File: config.mk
export PLATFORM = sky130hd
export DESIGN_NAME = qpl_paddr_rev_translator
export DESIGN_NICKNAME = d
export VERILOG_FILES = /design/src/rtl/qpl_paddr_rev_translator_pkg.sv /design/src/rtl/qpl_paddr_rev_translator_rev_stage.sv /design/src/rtl/qpl_paddr_rev_translator.sv
export SDC_FILE = /design/constraint.sdc
export NUM_CORES = 1
export LEC_CHECK = 0
export BUFFER_PORTS_ARGS = -buffer_cell sky130_fd_sc_hd__buf_2
export CORE_ASPECT_RATIO = 0.9
export CORE_MARGIN = 2
export CORE_UTILIZATION = 53
export DETAILED_ROUTE_END_ITERATION = 8
export GPL_TIMING_DRIVEN = 1
export PLACE_DENSITY = 0.9
export SLEW_MARGIN = 20
export SYNTH_ARGS = -nofsm -noshare
export SYNTH_HDL_FRONTEND = slang
export SYNTH_SLANG_ARGS = --single-unit
File: constraint.sdc
create_clock -name i_clk -period 26.1 [get_ports i_clk]
set_input_delay 2.61 -clock i_clk [delete_from_list [all_inputs] [get_ports i_clk]]
set_output_delay 2.61 -clock i_clk [all_outputs]
set_load 0.005 [all_outputs]
File: src/rtl/qpl_paddr_rev_translator_pkg.sv
// Shared QuickPageLite switch-network definitions. The forward decoder and the
// reverse translator both use these functions so the two directions cannot drift.
package qpl_pkg;

  localparam int QPL_MAX_W     = 10;
  localparam int QPL_MAX_NODES = 512;
  localparam int QPL_STG_W     = 4;

  typedef enum logic [1:0] {
    IDLE = 2'd0,
    WALK = 2'd1,
    DONE = 2'd2
  } qpl_state_e;

  // Node index of a line in a stage: the line address with bit 'stage' removed.
  function automatic logic [QPL_MAX_W-2:0] qpl_node_idx(
    input logic [QPL_MAX_W-1:0] addr,
    input logic [QPL_STG_W-1:0] stage
  );
    logic [QPL_MAX_W-1:0] low_mask;
    logic [QPL_MAX_W-1:0] high_part;
    low_mask  = ~({QPL_MAX_W{1'b1}} << stage);
    high_part = (addr >> ({1'b0, stage} + 5'd1)) << stage;
    return (QPL_MAX_W-1)'(high_part | (addr & low_mask));
  endfunction

  // One network stage; it is its own inverse because the node index ignores bit 'stage'.
  function automatic logic [QPL_MAX_W-1:0] qpl_stage_apply(
    input logic [QPL_MAX_W-1:0]     addr,
    input logic [QPL_STG_W-1:0]     stage,
    input logic [QPL_MAX_NODES-1:0] scb_row
  );
    logic [QPL_MAX_W-2:0] node;
    logic [QPL_MAX_W-1:0] flip;
    node = qpl_node_idx(addr, stage);
    flip = {{(QPL_MAX_W-1){1'b0}}, scb_row[node]} << stage;
    return addr ^ flip;
  endfunction

endpackage

File: src/rtl/qpl_paddr_rev_translator_rev_stage.sv
// Combinational single-stage apply for a BLOCK_D-line network; the stage index
// is an input so one instance can be time-multiplexed across all stages.
module qpl_rev_stage
  import qpl_pkg::*;
#(
  parameter  int BLOCK_D = 128,
  localparam int BLOCK_W = $clog2(BLOCK_D),
  localparam int NODES   = BLOCK_D / 2
) (
  input  logic [BLOCK_W-1:0]   addr,
  input  logic [QPL_STG_W-1:0] stage,
  input  logic [NODES-1:0]     scb_row,
  output logic [BLOCK_W-1:0]   next_addr
);

  logic [QPL_MAX_W-1:0]     addr_ext_s;
  logic [QPL_MAX_W-1:0]     next_ext_s;
  logic [QPL_MAX_NODES-1:0] row_ext_s;
  logic                     unused_s;

  assign addr_ext_s = QPL_MAX_W'(addr);
  assign row_ext_s  = QPL_MAX_NODES'(scb_row);
  assign next_ext_s = qpl_stage_apply(addr_ext_s, stage, row_ext_s);
  assign next_addr  = next_ext_s[BLOCK_W-1:0];
  // Upper bits stay zero for narrow blocks.
  assign unused_s   = ^next_ext_s;

endmodule

File: src/rtl/qpl_paddr_rev_translator.sv
// Reverse (physical-to-virtual) line translator: walks the switch network from the
// last stage back to stage 0, one stage per clock, with valid/ready on both sides.
module qpl_paddr_rev_translator
  import qpl_pkg::*;
#(
  parameter  int BLOCK_D = 128,
  parameter  int TAG_W   = 8,
  parameter  int SNAP_EN = 1,
  localparam int BLOCK_W = $clog2(BLOCK_D),
  localparam int NODES   = BLOCK_D / 2,
  localparam int STAGES  = $clog2(BLOCK_D)
) (
  input  logic                          i_clk,
  input  logic                          i_rst,
  input  logic [STAGES-1:0][NODES-1:0]  i_scb,
  input  logic                          i_valid,
  output logic                          o_ready,
  input  logic [BLOCK_W-1:0]            i_paddr_line,
  input  logic [TAG_W-1:0]              i_tag,
  output logic                          o_valid,
  input  logic                          i_ready,
  output logic [BLOCK_W-1:0]            o_vaddr_line,
  output logic [TAG_W-1:0]              o_tag
);

  localparam int               CNT_W    = $clog2(STAGES);
  localparam logic [CNT_W-1:0] CNT_LAST = CNT_W'(STAGES - 1);
  localparam logic [CNT_W-1:0] CNT_ONE  = CNT_W'(1);
  localparam logic [CNT_W-1:0] CNT_ZERO = {CNT_W{1'b0}};

  qpl_state_e                  state_r, state_s;
  logic [CNT_W-1:0]            cnt_r, cnt_s;
  logic [BLOCK_W-1:0]          addr_r, addr_s;
  logic [TAG_W-1:0]            tag_r, tag_s;
  logic                        valid_r, valid_s;
  logic                        ready_r, ready_s;
  logic                        snap_ld_s;
  logic [STAGES-1:0][NODES-1:0] snap_r;
  logic [STAGES-1:0][NODES-1:0] scb_use_s;
  logic [NODES-1:0]            scb_row_s;
  logic [BLOCK_W-1:0]          stage_next_s;

  assign scb_use_s = (SNAP_EN != 0) ? snap_r : i_scb;
  assign scb_row_s = scb_use_s[cnt_r];

  qpl_rev_stage #(
    .BLOCK_D (BLOCK_D)
  ) u_stage (
    .addr      (addr_r),
    .stage     (QPL_STG_W'(cnt_r)),
    .scb_row   (scb_row_s),
    .next_addr (stage_next_s)
  );

  // Next-state and next-datapath logic for the IDLE/WALK/DONE walk.
  always_comb begin
    state_s   = state_r;
    cnt_s     = cnt_r;
    addr_s    = addr_r;
    tag_s     = tag_r;
    valid_s   = valid_r;
    ready_s   = ready_r;
    snap_ld_s = 1'b0;
    case (state_r)
      IDLE: begin
        if (i_valid && ready_r) begin
          addr_s    = i_paddr_line;
          tag_s     = i_tag;
          snap_ld_s = (SNAP_EN != 0);
          cnt_s     = CNT_LAST;
          state_s   = WALK;
          ready_s   = 1'b0;
        end else begin
          ready_s = 1'b1;
        end
      end
      WALK: begin
        addr_s = stage_next_s;
        if (cnt_r == CNT_ZERO) begin
          state_s = DONE;
          valid_s = 1'b1;
        end else begin
          cnt_s = cnt_r - CNT_ONE;
        end
      end
      DONE: begin
        if (valid_r && i_ready) begin
          state_s = IDLE;
          valid_s = 1'b0;
          ready_s = 1'b1;
        end else begin
          valid_s = 1'b1;
        end
      end
      default: begin
        state_s = IDLE;
        valid_s = 1'b0;
        ready_s = 1'b1;
      end
    endcase
  end

  // State and output registers; reset drops any in-flight transaction.
  always_ff @(posedge i_clk) begin
    if (i_rst) begin
      state_r <= IDLE;
      cnt_r   <= CNT_ZERO;
      addr_r  <= {BLOCK_W{1'b0}};
      tag_r   <= {TAG_W{1'b0}};
      valid_r <= 1'b0;
      ready_r <= 1'b1;
    end else begin
      state_r <= state_s;
      cnt_r   <= cnt_s;
      addr_r  <= addr_s;
      tag_r   <= tag_s;
      valid_r <= valid_s;
      ready_r <= ready_s;
    end
  end

  // Switch-control snapshot taken at accept; deliberately not cleared by reset.
  always_ff @(posedge i_clk) begin
    if (snap_ld_s && !i_rst) begin
      snap_r <= i_scb;
    end
  end

  assign o_ready      = ready_r;
  assign o_valid      = valid_r;
  assign o_vaddr_line = addr_r;
  assign o_tag        = tag_r;

endmodule

==> flow_summary.json, run 1 <==
{
  "status": "finished, final reports clean",
  "final_nets": 1986,
  "ys_async_sr_fraction_pct": 0,
  "utilization_pct": 65.8,
  "rrSetupSlack_ns": 20.56,
  "yosysSeqAreaShare_pct": 73.7,
  "worst-slew-pin-transition_ns": 1.28,
  "yosys_warnings": 0,
  "cts_post_setup_buffers_inserted": 0,
  "rows": 65,
  "rsz0062_at_grt": "no",
  "rr_worst_depth": 11,
  "finalSetupTns_ns": 0,
  "wl_met3_microns": 5090,
  "die_w_microns": 203,
  "synth_top_area_cell": "edfxtp_1",
  "clock-sinks": 470,
  "ir_drop_uv": 67.1,
  "vias_per_cell": 5.90,
  "clkLatencyLatePin_ns": 0.56,
  "preCtsSetupSlack_ns": 20.75,
  "p_int_mw": 1.55,
  "critPathKind": "reg2reg",
  "p_per_area_mw_per_mm2": 99.1,
  "ys_types": 63,
  "synth_edf_count": 448,
  "via_count": 11981,
  "p_comb_share_pct": 27.9,
  "place.gp.congestion": 0.987,
  "leakagePower_nw": 8.27,
  "clkTransAtPathRegs_ns": 0.06,
  "synth_area_per_cell_sq_um": 18.2,
  "end_kind": "flop",
  "power_frac_seq_pct": 45.3,
  "ant_nets": 0,
  "first_global_vias": 12254,
  "m1WireLength_microns": 20300,
  "port_buffers": 483,
  "p_clk_share_pct": 26.8,
  "ys_ff_latch": 470,
  "floorplan.initialDensity_pct": 53.8,
  "fin_skew_ns": 0.0178,
  "wirelength_microns": 53300,
  "max_freq_ghz": 0.181,
  "gr-total-overflow": 0,
  "cts_buffers": 45,
  "power.net_switching_mw": 0.737,
  "grt_first_pass_wirelength_microns": 75800,
  "synthesis.nets": 1509,
  "finalCriticalPeriod_ns": 5.54,
  "crit_path_end": "o_vaddr_line[3]",
  "crit_fanout": 47,
  "synth_common_cells": "edfxtp_1 (448), nand2_1 (62), mux4_2 (61), mux2i_1 (56), mux2_2 (46)",
  "cts_max_level": 2,
  "syn-instance-count": 1035,
  "swShare_pct": 32.2,
  "grt_util_all_layers_pct": 28.3,
  "slew_viol_final": 0,
  "max_cap_violations": 0,
  "num_io_pins": 484,
  "period_share_pct": 21.2,
  "wl_per_cell_microns": 26.2,
  "fin_cells": 2032,
  "hold_viol": 0,
  "synth_top_area_share_pct": 71.3,
  "die_h_microns": 183,
  "syn2layout_area_growth_pct": 22.3,
  "r2r-end": "o_vaddr_line[3]",
  "netlist_area_sq_mm": 0.0189,
  "cts_root_buf": "clkbuf_16",
  "die_area_sq_mm": 0.0371,
  "cp-startpoint": "cnt_r[1]",
  "clock_tree.buffer_depth": 3,
  "highest_layer": "met5",
  "synthFlopType": "edfxtp_1",
  "crit_required_ns": 26.54,
  "rr_startpoint": "cnt_r[1]",
  "dp_hpwl_microns": 39300,
  "drt_first_pass_iters": 5,
  "fp.coreArea_sq_mm": 0.0351,
  "ctsResizeCount": 0,
  "nFillCells": 2409,
  "min_from": "o_tag[0]",
  "dr_wl_met2_microns": 26100,
  "cts_hold_buf": 0,
  "antenna_found_initial": 16,
  "drive_gt1_share_pct": 43.8,
  "cts_tree": "built",
  "start_kind": "flop",
  "placed_cells": 1933,
  "cp.arrival_ns": 5.98,
  "grt_max_degree": 212,
  "setup_viol": 0,
  "drtIter0Drc": 1227,
  "ys_top_cells_by_area": "edfxtp_1 (71%), mux4_2 (7.3%), mux2i_1 (3.0%)",
  "setup_slack_ns": 20.56,
  "slew-limit-headroom_pct": 14.9,
  "drc": 0,
  "yosysMostFrequentCell": "edfxtp_1",
  "hold_class": "reg2reg"
}
-- placed cells by master, fill, tap and decap left out, drive strengths merged, types with 3 or more instances in the layout --
| cell type | n |
|---|---|
| dfxtp | 22 |
| inv | 9 |
| edfxtp | 448 |
| o22ai | 4 |
| mux2i | 56 |
| and2 | 5 |
| or3 | 5 |
| o2111ai | 6 |
| diode | 15 |
| a221o | 8 |
| nor4 | 6 |
| clkbuf | 58 |
| a31o | 4 |
| nor2 | 27 |
| nor3 | 9 |
| nand3 | 6 |
| a311oi | 10 |
| a2111oi | 3 |
| nand2 | 62 |
| a211oi | 6 |
| a221oi | 26 |
| nand2b | 4 |
| mux2 | 46 |
| mux4 | 61 |
| a211o | 4 |
| a22oi | 13 |
| clkinv | 23 |
| nor4b | 6 |
| a31oi | 6 |
| nor2b | 4 |
| o211ai | 16 |
| a21oi | 29 |
| o221ai | 4 |
| ha | 7 |
| o21ai | 26 |
| buf | 493 |
-- critical path, stage by stage (launching register included) --
cell and delay, ns:
dfxtp_4 0.55, inv_2 0.65, ha_1 0.30, nor2b_1 0.56, o21a_1 0.87, nor2_1 0.31
a221o_1 0.40, a31oi_1 0.18, nor4_1 0.09, nor4_2 0.94, a311oi_1 0.22, a311oi_1 0.33
-- logic make-up after synthesis --
kind of cell | synth area share, %
AOI/OAI and AO/OA | 7.07
adders and majority gates | 0.464
buffers and inverters | 2.08
DFF | 73.7
muxes | 13.0
and+or+nand+nor | 3.70
-- area by class of cell --
type	count	area [sq um]	area share, %
Clock inverter	25	175	0.759
Clock buffer	58	1200	5.19
Sequential cell	470	13900	60.3
Timing Repair Buffer	493	2540	11.0
Multi-Input combinational cell	492	4590	19.9
Tap cell	469	587	2.54
Antenna cell	15	37.5	0.163
Inverter	10	37.5	0.163
-- worst min-delay path by stage --
stage | end | slack, ns | cells after the start
finish | o_tag[0] | 0.46 | 2
global route | o_tag[0] | 0.48 | 2
CTS | o_tag[0] | 0.46 | 2
detailed placement | o_tag[0] | 0.45 | 2
floorplan | o_tag[0] | 0.45 | 2
global placement | o_tag[2] | 0.44 | 2
-- power by group through the flow --
stage | clock network [mW] | registers [mW] | logic (mW)
floorplan | 0 | 1.11 | 0.441
global placement | 0 | 1.04 | 0.615
detailed placement | 0 | 1.05 | 0.625
CTS | 0.620 | 1.04 | 0.626
global route | 0.650 | 1.04 | 0.676
finish | 0.612 | 1.04 | 0.638
-- layer usage --
| layer | track usage, % | up-vias |
|---|---|---|
| met1 | 36.8 | 5886 |
| li1 | - | 5224 |
| met2 | 46.8 | 750 |
| met4 | 10.3 | 6 |
| met3 | 7.16 | 115 |
| met5 | 0 | - |
-- state kept, by name (all words and copies together) (netlist names) --
signal,cells
cnt_r,3
o_ready,1
o_tag,8
o_vaddr_line,7
o_valid,1
scb_use_s,448
state_r,2
-- per-stage QoR --
stage	area, sq um	total power [mW]	hold WS (ns)
floorplan	18900	1.55	0.453
global placement	21600	1.66	0.441
detailed placement	21600	1.68	0.450
CTS	23000	2.28	0.458
global route	23100	2.37	0.481
finish	23100	2.29	0.456
Note: power is estimated with default switching activity, not from simulation.
==> run 2: changes to the inputs <==
--- a/config.mk
+++ b/config.mk
@@ -8,10 +8,10 @@
 export BUFFER_PORTS_ARGS = -buffer_cell sky130_fd_sc_hd__buf_2
 export CORE_ASPECT_RATIO = 0.9
 export CORE_MARGIN = 2
-export CORE_UTILIZATION = 53
+export CORE_UTILIZATION = 48
 export DETAILED_ROUTE_END_ITERATION = 8
 export GPL_TIMING_DRIVEN = 1
-export PLACE_DENSITY = 0.9
+export PLACE_DENSITY = 0.86
 export SLEW_MARGIN = 20
 export SYNTH_ARGS = -nofsm -noshare
 export SYNTH_HDL_FRONTEND = slang
==> constraint.sdc (replaced) <==
create_clock -name i_clk -period 4.7 [get_ports i_clk]
set_input_delay 0.47 -clock i_clk [delete_from_list [all_inputs] [get_ports i_clk]]
set_output_delay 0.47 -clock i_clk [all_outputs]
set_load 0.005 [all_outputs]
==> flow_summary.json, run 2 (same netlist as run 1, synthesis figures left out) <==
{
  "fin_skew_ns": 0.0153,
  "leakagePower_nw": 8.37,
  "max_cap_violations": 0,
  "crit_required_ns": 5.17,
  "fp.coreArea_sq_mm": 0.0385,
  "rr_startpoint": "cnt_r[0]",
  "antenna_found_initial": 19,
  "place.gp.congestion": 0.886,
  "min_from": "i_scb[128]",
  "layout_commonest_cell": "buf_2",
  "final_nets": 2000,
  "clock_tree.buffer_depth": 3,
  "finalCriticalPeriod_ns": 4.20,
  "ctsResizeCount": 0,
  "rr_worst_depth": 12,
  "status": "finished, final reports clean",
  "rows": 68,
  "syn2layout_area_growth_pct": 23.7,
  "mostFrequentLayoutCells": "buf_2 (483), edfxtp_1 (448), nand2_1 (62)",
  "rrSetupSlack_ns": 0.50,
  "cts_hold_buf": 0,
  "rsz0062_at_grt": "no",
  "drt_first_pass_iters": 7,
  "start_kind": "flop",
  "critPathKind": "reg2reg",
  "drive_gt1_share_pct": 44.7,
  "p_per_area_mw_per_mm2": 555,
  "clkTransAtPathRegs_ns": 0.06,
  "r2r-end": "o_vaddr_line[1]",
  "clkLatencyLatePin_ns": 0.58,
  "finalPower_mw": 12.9,
  "power.net_switching_mw": 4.25,
  "largest_register_ffs": 448,
  "grt_max_degree": 156,
  "ir_drop_uv": 356,
  "gr-total-overflow": 0,
  "preCtsSetupSlack_ns": 0.571,
  "floorplan.initialDensity_pct": 48.9,
  "p_int_mw": 8.70,
  "utilization_pct": 60.5,
  "via_count": 12033,
  "slew-limit-headroom_pct": 36.7,
  "p_clk_share_pct": 26.7,
  "max_freq_ghz": 0.238,
  "drtIter0Drc": 1174,
  "cts_tree": "built",
  "die_w_microns": 213,
  "period_share_pct": 89.3,
  "cp.arrival_ns": 4.67,
  "swShare_pct": 32.8,
  "end_kind": "flop",
  "nFillCells": 2773,
  "ant_nets": 0,
  "die_h_microns": 192,
  "cts_buffers": 46,
  "vias_per_cell": 5.73,
  "drc": 0,
  "cts_post_setup_buffers_inserted": 0,
  "slew_viol_final": 0,
  "placed_cells": 2003,
  "cts_max_level": 2,
  "crit_fanout": 65,
  "worst-slew-pin-transition_ns": 0.950,
  "wl_per_cell_microns": 26.2,
  "hold_ws_ns": 0.0606,
  "min_path_cells": 1,
  "hold_viol": 0,
  "grt_first_pass_wirelength_microns": 77600,
  "wirelength_microns": 55000,
  "die_area_sq_mm": 0.0409,
  "fin_cells": 2101,
  "p_comb_share_pct": 29.5,
  "cts_root_buf": "clkbuf_16",
  "grt_util_all_layers_pct": 26.7,
  "dp_hpwl_microns": 39800,
  "whs_endpoint": "scb_use_s[128]",
  "setup_viol": 0,
  "first_global_vias": 12197,
  "power_frac_seq_pct": 43.8,
  "num_io_pins": 484,
  "hold_class": "in2reg",
  "port_buffers": 483,
  "setup_slack_ns": 0.501,
  "clock-sinks": 470
}
run 2: worst max path at each step:
stage	start	end	slack (ns)	cells past startpoint
after floorplan	state_r[1]	scb_use_s[0]	-3.11	4
after global placement	cnt_r[0]	o_vaddr_line[5]	0.53	11
after detailed placement	cnt_r[0]	o_vaddr_line[1]	0.57	13
after CTS	cnt_r[0]	o_vaddr_line[1]	0.57	13
after global routing	cnt_r[0]	o_vaddr_line[5]	0.28	12
final	cnt_r[0]	o_vaddr_line[1]	0.50	12
run 2: layout make-up:
type / count / area (sq um) / area share, %
Tap cell: 525 / 657 / 2.82
Timing Repair Buffer: 506 / 2660 / 11.4
Clock inverter: 28 / 186 / 0.799
Sequential cell: 470 / 13900 / 59.6
Antenna cell: 13 / 32.5 / 0.139
Multi-Input combinational cell: 492 / 4620 / 19.8
Inverter: 10 / 37.5 / 0.161
Clock buffer: 57 / 1220 / 5.25
run 2: worst max-delay path, cell delays in order (launching register included):
cell	delay, ns
dfxtp_4	0.36
buf_12	0.34
buf_4	0.68
mux2i_1	0.42
nor2_1	0.07
a2111oi_0	0.61
a2111o_1	0.18
o21ai_1	0.06
nor4_1	0.34
nor4_2	0.10
buf_4	0.20
and4_1	0.24
a311oi_1	0.28
run 2: power by group through the flow:
stage	Combinational [mW]	Clock, mW	Sequential [mW]
after global routing	4.09	3.68	5.71
final	3.82	3.46	5.67
after detailed placement	3.81	0	5.73
after CTS	3.82	3.52	5.66
after floorplan	2.47	0	5.76
after global placement	3.72	0	5.70
run 2: routing by layer:
| layer | routed length (microns) | part of all wire, % | vias to the layer above | GRT usage, % |
|---|---|---|---|---|
| met2 | 27000 | 49 | 695 | 43.9 |
| li1 | - | - | 5266 | - |
| met4 | 1500 | 2.7 | 8 | 9.25 |
| met3 | 4880 | 8.9 | 97 | 5.82 |
| met1 | 21600 | 39 | 5967 | 35.4 |
| met5 | 60 | 0.11 | - | 0 |
run 2: through the flow:
step	setup TNS (ns)	cell area [sq um]
floorplan	-1393.14	18900
global placement	0	21800
detailed placement	0	21900
CTS	0	23300
global route	0	23300
finish	0	23300
==> run 3: changes to the inputs <==
--- a/config.mk
+++ b/config.mk
@@ -5,13 +5,13 @@
 export SDC_FILE = /design/constraint.sdc
 export NUM_CORES = 1
 export LEC_CHECK = 0
-export BUFFER_PORTS_ARGS = -buffer_cell sky130_fd_sc_hd__buf_2
-export CORE_ASPECT_RATIO = 0.9
-export CORE_MARGIN = 2
-export CORE_UTILIZATION = 48
+export ABC_CLOCK_PERIOD_IN_PS = 4700
+export CORE_AREA = 2 2 191 193
 export DETAILED_ROUTE_END_ITERATION = 8
+export DIE_AREA = 0 0 193 195
+export DONT_BUFFER_PORTS = 1
 export GPL_TIMING_DRIVEN = 1
-export PLACE_DENSITY = 0.86
+export PLACE_DENSITY = 0.81
 export SLEW_MARGIN = 20
 export SYNTH_ARGS = -nofsm -noshare
 export SYNTH_HDL_FRONTEND = slang
==> flow_summary.json, run 3 <==
{
  "status": "aborted with a tool error",
  "clock_tree.buffer_depth": 3,
  "synth_area_per_cell_sq_um": 18.2,
  "cts_buffers": 47,
  "die_h_microns": 195,
  "synth_common_cells": "edfxtp_1 (448), nand2_1 (62), mux4_2 (61), mux2i_1 (56), mux2_2 (46)",
  "synthFlopType": "edfxtp_1",
  "synthesis.nets": 1509,
  "yosysMostFrequentCell": "edfxtp_1",
  "place_area_sq_mm": 0.0194,
  "failed_stage": "4_1_cts",
  "die_w_microns": 193,
  "ys_async_sr_fraction_pct": 0,
  "synth_top_area_share_pct": 71.3,
  "syn-instance-count": 1035,
  "cts_root_buf": "clkbuf_16",
  "floorplan.initialDensity_pct": 53.3,
  "ys_ff_latch": 470,
  "cts_hold_buf": 308,
  "yosys_warnings": 0,
  "cts_max_level": 2,
  "ys_top_cells_by_area": "edfxtp_1 (71%), mux4_2 (7.3%), mux2i_1 (3.0%)",
  "cts_post_setup_buffers_inserted": 0,
  "placed_cells": 1455,
  "clock-sinks": 470,
  "ys_types": 63,
  "port_buffers": 0,
  "dp_hpwl_microns": 36900,
  "netlist_area_sq_mm": 0.0189,
  "ctsResizeCount": 0,
  "synth_edf_count": 448,
  "error": "[ERROR RSZ-0060] Max buffer count reached.",
  "place.gp.congestion": 0.972,
  "num_io_pins": 484,
  "synth_top_area_cell": "edfxtp_1",
  "yosysSeqAreaShare_pct": 73.7,
  "rows": 69
}
## run 3: cell counts after synthesis
No cell type changed its count.
## run 3: cells by family after synthesis
group                      count (synthesis)  synth area share (%)
buffers and inverters                     73                  2.08
adders and majority gates                  7                 0.464
muxes                                    163                  13.0
DFF                                      470                  73.7
and+or+nand+nor                          141                  3.70
AOI/OAI and AO/OA                        181                  7.07
## run 3: metrics by stage
step / hold slack, ns / setup slack, ns
detailed placement: 0.461 / 0.713
global placement: 0.457 / 0.740
floorplan: 0.451 / -3.11
==> run 4: changes to the inputs <==
--- a/config.mk
+++ b/config.mk
@@ -5,13 +5,13 @@
 export SDC_FILE = /design/constraint.sdc
 export NUM_CORES = 1
 export LEC_CHECK = 0
-export ABC_CLOCK_PERIOD_IN_PS = 4700
-export CORE_AREA = 2 2 191 193
+export ABC_CLOCK_PERIOD_IN_PS = 6100
+export CORE_MARGIN = 2
+export CORE_UTILIZATION = 40
 export DETAILED_ROUTE_END_ITERATION = 8
-export DIE_AREA = 0 0 193 195
 export DONT_BUFFER_PORTS = 1
 export GPL_TIMING_DRIVEN = 1
-export PLACE_DENSITY = 0.81
+export PLACE_DENSITY_LB_ADDON = 0.15
 export SLEW_MARGIN = 20
 export SYNTH_ARGS = -nofsm -noshare
 export SYNTH_HDL_FRONTEND = slang
==> constraint.sdc (replaced) <==
create_clock -name i_clk -period 6.1 [get_ports i_clk]
set_input_delay 0.61 -clock i_clk [delete_from_list [all_inputs] [get_ports i_clk]]
set_output_delay 0.61 -clock i_clk [all_outputs]
set_load 0.005 [all_outputs]
==> flow_summary.json, run 4 (same netlist as run 1, synthesis figures left out) <==
{
  "status": "finished, final reports clean",
  "rsz0062_at_grt": "no",
  "die_w_microns": 221,
  "placed_cells": 1594,
  "antenna_found_initial": 26,
  "ant_nets": 0,
  "fin_cells": 1691,
  "slew_viol_final": 0,
  "wl_met3_microns": 5260,
  "start_kind": "flop",
  "cpPeakStageDelay_ns": 0.80,
  "mostFrequentLayoutCells": "edfxtp_1 (448), nand2_1 (62), mux4_2 (61)",
  "min_path_cells": 1,
  "cts_root_buf": "clkbuf_16",
  "worst-slew-pin-transition_ns": 1.04,
  "end_kind": "flop",
  "max_cap_violations": 0,
  "place.gp.congestion": 0.825,
  "cts_buffers": 48,
  "clkTransAtPathRegs_ns": 0.06,
  "nFillCells": 3963,
  "vias_per_cell": 5.87,
  "rr_startpoint": "cnt_r[0]",
  "drive_gt1_share_pct": 19.0,
  "crit_required_ns": 6.52,
  "cp_top_family": "simple AND/OR/NAND/NOR gates",
  "layout_commonest_cell": "edfxtp_1",
  "cts_max_level": 2,
  "clkLatencyLatePin_ns": 0.58,
  "ir_drop_uv": 295,
  "max_freq_ghz": 0.215,
  "clock_tree.buffer_depth": 3,
  "cp_slowest_cell": "dfxtp_4",
  "first_global_vias": 10171,
  "drc": 0,
  "cp.arrival_ns": 5.06,
  "hold_viol": 0,
  "finalPower_mw": 9.92,
  "wl_per_cell_microns": 32.2,
  "r2r-end": "o_vaddr_line[5]",
  "slew-limit-headroom_pct": 30.9,
  "rows": 79,
  "rrSetupSlack_ns": 1.45,
  "drtIter0Drc": 921,
  "grt_util_all_layers_pct": 21.9,
  "critPathKind": "reg2reg",
  "drt_first_pass_iters": 5,
  "syn2layout_area_growth_pct": 11.4,
  "whs_endpoint": "o_tag[1]",
  "fp.coreArea_sq_mm": 0.0466,
  "cp_cell_sequence": "clkinv_1 > ha_1 > nor2b_1 > o21ai_4 > buf_4 > a2111oi_0 > a2111o_1 > o21ai_1 > nor4_1 > nor4_4 > and4_1 > a311oi_1",
  "fin_skew_ns": 0.0129,
  "hold_class": "in2reg",
  "clock-sinks": 470,
  "min_from": "i_rst",
  "p_per_area_mw_per_mm2": 472,
  "gr-total-overflow": 0,
  "cts_hold_buf": 0,
  "largest_register_ffs": 448,
  "crit_fanout": 37,
  "leakagePower_nw": 6.44,
  "die_area_sq_mm": 0.0489,
  "final_nets": 1511,
  "grt_first_pass_wirelength_microns": 76100,
  "port_buffers": 0,
  "finalCriticalPeriod_ns": 4.65,
  "rr_worst_depth": 12,
  "grt_max_degree": 164,
  "critPathBufInv": 2,
  "cts_tree": "built",
  "highest_layer": "met5",
  "m1WireLength_microns": 21500,
  "dp_hpwl_microns": 39600,
  "ctsResizeCount": 0,
  "dr_wl_met2_microns": 26100,
  "wirelength_microns": 54500,
  "period_share_pct": 76.2,
  "die_h_microns": 221,
  "floorplan.initialDensity_pct": 40.5,
  "cts_post_setup_buffers_inserted": 0,
  "via_count": 9923,
  "setup_viol": 0,
  "num_io_pins": 484
}
==> run 4: per-layer routing <==
| metal | GRT usage [%] | vias up |
|---|---|---|
| met3 | 8.37 | 97 |
| met1 | 27.6 | 5047 |
| met5 | 0 | - |
| met4 | 7.25 | 22 |
| li1 | - | 4294 |
| met2 | 35.0 | 463 |
==> run 4: worst max-delay path by stage <==
stage | from | end | slack [ns] | depth (start not counted)
3_3_place_gp | cnt_r[0] | o_vaddr_line[6] | 1.38 | 12
3_5_place_dp | cnt_r[0] | o_vaddr_line[5] | 1.14 | 12
4_1_cts | cnt_r[0] | o_vaddr_line[2] | 1.13 | 12
6_report | cnt_r[0] | o_vaddr_line[5] | 1.45 | 12
5_1_grt | cnt_r[0] | o_vaddr_line[1] | 1.05 | 12
2_1_floorplan | i_rst | scb_use_s[0] | -1.81 | 3
==> run 4: area by class of cell <==
cell class / count / area (sq um) / area share [%]
diodes: 12 / 30.0 / 0.143
multi-input cells: 492 / 4620 / 22.0
inverters: 10 / 37.5 / 0.179
flip-flops and latches: 470 / 13900 / 66.2
clock inverters: 23 / 208 / 0.989
repair buffers: 15 / 163 / 0.774
well taps: 607 / 759 / 3.62
clock buffers: 62 / 1280 / 6.12
==> run 4: per-stage QoR <==
step / instance area, sq um / setup TNS (ns) / setup WS [ns] / utilization (%) / hold slack [ns]
2_1_floorplan: 18900 / -810.10 / -1.81 / - / 0.450
3_3_place_gp: 19500 / 0 / 1.38 / 41.8 / 0.456
3_5_place_dp: 19500 / 0 / 1.14 / 41.8 / 0.462
4_1_cts: 21000 / 0 / 1.13 / 45.0 / 0.0662
5_1_grt: 21000 / 0 / 1.05 / 45.1 / 0.0753
6_report: 21000 / 0 / 1.45 / 45.1 / 0.101
==> run 4: report_power, final <==
part | leakage (nW) | switching [mW] | internal (mW)
Combinational | 1.40 | 1.75 | 0.919
Sequential | 4.31 | 0.267 | 4.15
Clock | 0.727 | 1.19 | 1.65
Total | 6.44 | 3.21 | 6.71
